File: src/rtl/ir_pkg.sv
// Shared types for the NEC key-event controller: event codes, FSM states and
// the event word width helper.
package ir_pkg;

  typedef enum logic [1:0] {
    EVT_PRESS   = 2'b01,
    EVT_HOLD    = 2'b10,
    EVT_RELEASE = 2'b11
  } evt_type_e;

  typedef enum logic [1:0] {
    ST_IDLE    = 2'b00,
    ST_PRESSED = 2'b01,
    ST_SWITCH  = 2'b10
  } state_e;

  localparam int EVT_TYPE_W = 2;

  // Event word is {type, address, command}.
  function automatic int evt_width(input int data_width);
    return EVT_TYPE_W + 2 * data_width;
  endfunction

endpackage

File: src/rtl/ir_evt_fifo.sv
// First-word fall-through event buffer with registered pointers.
// DEPTH must be a power of two, at least 2.
module ir_evt_fifo #(
  parameter int WIDTH = 18,
  parameter int DEPTH = 4
) (
  input  logic             clk,
  input  logic             rst,
  input  logic             push,
  input  logic [WIDTH-1:0] push_data,
  input  logic             pop,
  output logic [WIDTH-1:0] pop_data,
  output logic             full,
  output logic             empty
);

  localparam int AW = $clog2(DEPTH);

  logic [WIDTH-1:0] mem [DEPTH];
  logic [AW:0]      wr_ptr;
  logic [AW:0]      rd_ptr;
  logic             do_push;
  logic             do_pop;

  // Extra pointer bit separates full from empty when the indices match.
  assign empty   = (wr_ptr == rd_ptr);
  assign full    = (wr_ptr[AW] != rd_ptr[AW]) && (wr_ptr[AW-1:0] == rd_ptr[AW-1:0]);
  assign do_pop  = pop && !empty;
  assign do_push = push && (!full || do_pop);
  assign pop_data = empty ? '0 : mem[rd_ptr[AW-1:0]];

  always_ff @(posedge clk or posedge rst) begin
    if (rst) begin
      wr_ptr <= '0;
      rd_ptr <= '0;
      for (int i = 0; i < DEPTH; i++) mem[i] <= '0;
    end else begin
      if (do_push) begin
        mem[wr_ptr[AW-1:0]] <= push_data;
        wr_ptr              <= wr_ptr + (AW+1)'(1);
      end
      if (do_pop) rd_ptr <= rd_ptr + (AW+1)'(1);
    end
  end

endmodule

File: src/rtl/ir_key_ctrl.sv
// Validates decoded NEC frames, tracks the held key across repeat codes with a
// release timeout, and emits PRESS/HOLD/RELEASE events through a small buffer.
module ir_key_ctrl
  import ir_pkg::*;
#(
  parameter int DATA_WIDTH  = 8,
  parameter int TIMEOUT_CYC = 120000,
  parameter int HOLD_EVERY  = 4,
  parameter int STRICT_ADDR = 1,
  parameter int FIFO_DEPTH  = 4
) (
  input  logic                      clk,
  input  logic                      rst,
  input  logic                      i_valid,
  input  logic                      i_repeat,
  input  logic [4*DATA_WIDTH-1:0]   i_frame,
  output logic                      o_evt_valid,
  input  logic                      i_evt_ready,
  output logic [2+2*DATA_WIDTH-1:0] o_evt_data,
  output logic                      o_key_down,
  output logic [7:0]                o_err_cnt,
  output logic [7:0]                o_drop_cnt,
  output state_e                    o_dbg_state
);

  localparam int EW = evt_width(DATA_WIDTH);
  localparam int TW = $clog2(TIMEOUT_CYC + 1);
  localparam int RW = $clog2(HOLD_EVERY + 1);

  state_e                state;
  logic [DATA_WIDTH-1:0] key_addr, key_cmd;
  logic [TW-1:0]         timer;
  logic [RW-1:0]         rep_cnt;
  logic [7:0]            err_cnt, drop_cnt;

  logic [DATA_WIDTH-1:0] f_addr, f_addr_bar, f_cmd, f_cmd_bar;
  logic frame_ok, take_frame, bad_frame, rep_evt, timeout, hold_due;

  assign {f_cmd_bar, f_cmd, f_addr_bar, f_addr} = i_frame;

  assign frame_ok   = (f_cmd_bar == ~f_cmd) &&
                      ((STRICT_ADDR == 0) || (f_addr_bar == ~f_addr));
  assign take_frame = i_valid && frame_ok;
  assign bad_frame  = i_valid && !frame_ok && (state != ST_SWITCH);
  // A frame in the same cycle swallows the repeat pulse.
  assign rep_evt    = i_repeat && !i_valid;
  assign timeout    = (timer == TW'(TIMEOUT_CYC - 1));
  assign hold_due   = (rep_cnt == RW'(HOLD_EVERY - 1));

  logic                  push;
  evt_type_e             push_type;
  logic [DATA_WIDTH-1:0] push_addr, push_cmd;
  logic [EW-1:0]         push_data;
  logic                  fifo_full, fifo_empty, evt_pop;

  always_comb begin
    push      = 1'b0;
    push_type = EVT_PRESS;
    push_addr = key_addr;
    push_cmd  = key_cmd;
    case (state)
      ST_IDLE: begin
        if (take_frame) begin
          push      = 1'b1;
          push_addr = f_addr;
          push_cmd  = f_cmd;
        end
      end
      ST_PRESSED: begin
        if (take_frame) begin
          push      = 1'b1;
          push_type = EVT_RELEASE;
        end else if (rep_evt) begin
          push      = hold_due;
          push_type = EVT_HOLD;
        end else if (timeout) begin
          push      = 1'b1;
          push_type = EVT_RELEASE;
        end
      end
      ST_SWITCH: push = 1'b1;
      default: ;
    endcase
  end

  assign push_data = {push_type, push_addr, push_cmd};

  always_ff @(posedge clk or posedge rst) begin
    if (rst) begin
      state      <= ST_IDLE;
      key_addr   <= '0;
      key_cmd    <= '0;
      timer      <= '0;
      rep_cnt    <= '0;
      o_key_down <= 1'b0;
      err_cnt    <= '0;
    end else begin
      if (bad_frame && err_cnt != 8'hFF) err_cnt <= err_cnt + 8'd1;
      case (state)
        ST_IDLE: begin
          if (take_frame) begin
            key_addr   <= f_addr;
            key_cmd    <= f_cmd;
            timer      <= '0;
            rep_cnt    <= '0;
            o_key_down <= 1'b1;
            state      <= ST_PRESSED;
          end
        end
        ST_PRESSED: begin
          if (take_frame) begin
            key_addr <= f_addr;
            key_cmd  <= f_cmd;
            state    <= ST_SWITCH;
          end else if (rep_evt) begin
            timer   <= '0;
            rep_cnt <= hold_due ? '0 : rep_cnt + RW'(1);
          end else if (timeout) begin
            o_key_down <= 1'b0;
            state      <= ST_IDLE;
          end else begin
            timer <= timer + TW'(1);
          end
        end
        ST_SWITCH: begin
          timer   <= '0;
          rep_cnt <= '0;
          state   <= ST_PRESSED;
        end
        default: begin
          o_key_down <= 1'b0;
          state      <= ST_IDLE;
        end
      endcase
    end
  end

  // Events are lost, not back-pressured: the FSM keeps moving when the buffer is full.
  always_ff @(posedge clk or posedge rst) begin
    if (rst) drop_cnt <= '0;
    else if (push && fifo_full && !evt_pop && drop_cnt != 8'hFF) drop_cnt <= drop_cnt + 8'd1;
  end

  // Stream handshake: an event transfers on a rising edge where o_evt_valid and
  // i_evt_ready are both high; while valid is high and ready low, o_evt_data holds.
  ir_evt_fifo #(
    .WIDTH (EW),
    .DEPTH (FIFO_DEPTH)
  ) u_fifo (
    .clk       (clk),
    .rst       (rst),
    .push      (push),
    .push_data (push_data),
    .pop       (i_evt_ready),
    .pop_data  (o_evt_data),
    .full      (fifo_full),
    .empty     (fifo_empty)
  );

  assign o_evt_valid = !fifo_empty;
  assign evt_pop     = o_evt_valid && i_evt_ready;
  assign o_err_cnt   = err_cnt;
  assign o_drop_cnt  = drop_cnt;
  assign o_dbg_state = state;

endmodule

File: config.mk
export PLATFORM = sky130hd
export DESIGN_NAME = ir_key_ctrl
export DESIGN_NICKNAME = d
export VERILOG_FILES = /design/src/rtl/ir_pkg.sv /design/src/rtl/ir_evt_fifo.sv /design/src/rtl/ir_key_ctrl.sv
export SDC_FILE = /design/constraint.sdc
export NUM_CORES = 1
export LEC_CHECK = 0
export ABC_CLOCK_PERIOD_IN_PS = 5900
export CAP_MARGIN = 20
export CORE_MARGIN = 3
export CORE_UTILIZATION = 57
export CTS_CLUSTER_DIAMETER = 30
export CTS_CLUSTER_SIZE = 30
export DETAILED_ROUTE_END_ITERATION = 10
export HOLD_SLACK_MARGIN = 0.05
export PLACE_DENSITY = 0.81
export SYNTH_ARGS = -nofsm -noshare
export SYNTH_HDL_FRONTEND = slang
export SYNTH_SLANG_ARGS = --single-unit
File: constraint.sdc
create_clock -name clk -period 5.9 [get_ports clk]
set_input_delay 0.885 -clock clk [delete_from_list [all_inputs] [get_ports clk]]
set_output_delay 0.885 -clock clk [all_outputs]
set_load 0.01 [all_outputs]
==> flow_summary.json <==
{
  "areaGrowthSynthToFinish_pct": 21.0,
  "worstHoldPathType": "reg2reg",
  "grt_pass1_wl_mm": 25.1,
  "top_cells_by_area_synth": "dfrtp_1 (49%), mux2_2 (13%), mux4_2 (6.0%)",
  "cell_variety_after_synth": 49,
  "timing_worst_slew_pin_value_ns": 1.03,
  "row_count": 39,
  "synth_edf_count": 0,
  "cts_root_buffer": "clkbuf_16",
  "cts_sinks": 133,
  "cts.reportedPaths.clkPinSlew_ns": 0.05,
  "tritoncts.num_buffers": 17,
  "antenna_found_initial": 0,
  "dieWidth_um": 115,
  "start_kind": "primary input",
  "path_class": "in2reg",
  "outcome": "finished clean",
  "worst_r2r_endpoint": "u_fifo.mem[11]",
  "ctsLongestPathBuffers": 2,
  "sw_share_pct": 25.0,
  "total_power_mw": 2.40,
  "placed_cell_area_um2": 7590,
  "hold_path_startpoint": "key_addr[3]",
  "netlist_area_before_placement_um2": 6780,
  "max_slew_margin_pct": 31.6,
  "setup-tns-final_ns": 0,
  "first_global_vias": 4875,
  "initial_drc_count": 272,
  "gpl.final_weighted_congestion": 0.809,
  "synth-seq-area-share_pct": 49.1,
  "floorplan.initialDensity_pct": 58.9,
  "max_cap_violations": 0,
  "maxClockFrequency_ghz": 0.257,
  "synthFlopType": "dfrtp_1",
  "detail_route.first_pass.iterations": 4,
  "route.detailed.wl_per_inst_um": 19.3,
  "timing.hold.worst_endpoint": "key_addr[3]",
  "drt_wl_total_mm": 15.0,
  "post_cts_buffers": 0,
  "hold-path-cell-count": 2,
  "pin_count": 75,
  "total_leakage_power_nw": 3.84,
  "synth_largest_type_area_fraction_pct": 49.1,
  "power.share.clock_pct": 43.5,
  "drive_above_1_share_pct": 24.2,
  "placeable_area_um2": 11500,
  "most_common_library_cell_in_the_layout_ignoring_fill_and_taps": "dfrtp_1",
  "critical_path.endpoint_type": "flop",
  "layout.cells.most_common_list": "dfrtp_1 (133), mux2_2 (79), clkdlybuf4s50_1 (74)",
  "antenna_cells_inserted": 0,
  "combinationalPowerShare_pct": 14.3,
  "crit_arrival_ns": 4.18,
  "clock-skew-final_ns": 0.00635,
  "cts-htree-levels": 4,
  "timing.reg2reg.setup_slack_ns": 2.85,
  "fp.dieArea_um2": 13200,
  "cts_tree": "yes",
  "p_switching_uw": 599,
  "postSynthAreaPerCell_um2": 12.5,
  "worstSkewPairLatency_ns": 0.41,
  "worst_ep_required_time_ns": 6.19,
  "vias": 4583,
  "grt_use_total_pct": 24.5,
  "power_density_nw_per_um2": 292,
  "cts.hold.buffers_added": 0,
  "yosys.area.top_type": "dfrtp_1",
  "port_buffers": 74,
  "p_int_mw": 1.80,
  "regToRegStartpoint": "timer[0]",
  "timing.final.setup_violations": 0,
  "async_flop_share_pct": 100,
  "hpwlAfterDp_mm": 9.74,
  "worst_ir_drop_vdd_mv": 0.225,
  "finalWorstPathRequiredPeriod_ns": 3.89,
  "route.detailed.vias_per_inst": 5.91,
  "timing.final.crit_share_pct": 65.9,
  "grt_overflow": 0,
  "final_hold_viol_count": 0,
  "grt_setup_unrepaired": "false",
  "detail-route-antenna-nets": 0,
  "postSynthNetCount": 589,
  "drt_drc_violations_left": 0,
  "synthesis.yosys.warnings": 0,
  "post_cts_resized": 0,
  "sequentialPowerShare_pct": 42.2,
  "postSynthRegisterBits": 133,
  "grt_max_degree": 93,
  "floorplan.die.height_um": 115,
  "reg2reg_depth": 7,
  "critPathMaxFanout": 23,
  "stdcell_area_um2": 8210,
  "layout.nets": 666,
  "drv_slew": 0,
  "syn_inst": 543,
  "final.hold.worst_slack_ns": 0.462
}
==> registers in the layout, indices dropped and copies added (netlist names) <==
signal,flops
o_key_down,1
timer,17
rep_cnt,3
u_fifo.wr_ptr,3
o_drop_cnt,8
key_cmd,8
o_err_cnt,8
key_addr,8
u_fifo.mem,72
o_dbg_state,2
u_fifo.rd_ptr,3
==> metrics by stage <==
stage	cells	setup WS (ns)	utilization, %
6_report	775	2.01	71.3
3_5_place_dp	742	1.59	65.9
4_1_cts	773	1.95	71.0
3_3_place_gp	742	1.67	65.9
5_1_grt	775	1.85	71.3
2_1_floorplan	543	1.46	-
==> worst max-delay path by stage <==
stage	from	to	slack, ns
after floorplan	rst	key_addr[0]	1.46
after global placement	i_frame[5]	u_fifo.mem[1]	1.67
after detailed placement	i_frame[5]	u_fifo.mem[15]	1.59
after CTS	i_frame[5]	u_fifo.mem[11]	1.95
after global routing	i_frame[5]	u_fifo.mem[11]	1.85
final	i_frame[5]	u_fifo.mem[11]	2.01
==> Yosys cell counts (2+ instances only) <==
cell type,number
a211oi_1,15
a21oi_1,3
a21oi_4,4
a31oi_1,2
and2_1,2
and3_1,9
and4_1,3
buf_2,6
buf_4,2
buf_6,5
clkbuf_1,9
dfrtp_1,133
ha_1,9
inv_1,8
mux2_1,5
mux2_2,79
mux2_4,11
mux4_2,18
nand2_1,69
nand2b_1,4
nand3_1,9
nand4_1,14
nor2_1,20
nor2b_1,21
nor3_1,4
o21a_1,2
o21ai_0,5
xnor2_1,30
xor2_1,22
==> metal layers <==
layer / vias to the layer above / global-route usage [%] / wire length, um
li1: 2082 / - / -
met1: 2333 / 31.5 / 6290
met2: 150 / 40.8 / 7660
met3: 18 / 6.42 / 848
met4: 0 / 7.98 / 195
met5: - / 0 / 0
==> logic make-up after synthesis <==
kind of cell | Yosys count | synth area share (%)
DFF | 133 | 49.1
xor gates and xnor gates | 52 | 6.71
and+or+nand+nor | 164 | 12.6
buffers and inverters | 31 | 2.66
AOI/OAI and AO/OA | 40 | 4.78
muxes | 114 | 22.5
adders and majority gates | 9 | 1.66
==> power groups by stage <==
stage / Sequential, mW / Combinational, mW / Clock [mW]
floorplan: 1.01 / 0.216 / 0
global placement: 1.02 / 0.336 / 0
detailed placement: 1.03 / 0.346 / 0
CTS: 1.01 / 0.349 / 1.05
global route: 1.02 / 0.377 / 1.09
finish: 1.01 / 0.344 / 1.04
==> critical path: stages <==
cell             delay [ns]
clkdlybuf4s50_1        0.56
xor2_1                 0.28
nand4_1                0.20
nor4_4                 0.32
buf_4                  0.34
nand3b_4               0.36
a21oi_4                0.80
mux2_2                 0.43
==> area by class of cell <==
cell class	instances	area (um2)
Timing Repair Buffer	81	813
Fill cell	777	3310
Clock buffer	28	517
Inverter	8	32.5
Clock inverter	3	65.1
Tap cell	143	179
Sequential cell	133	3330
Multi-Input combinational cell	379	3270
No activity file was read; power rests on OpenSTA's default activity.
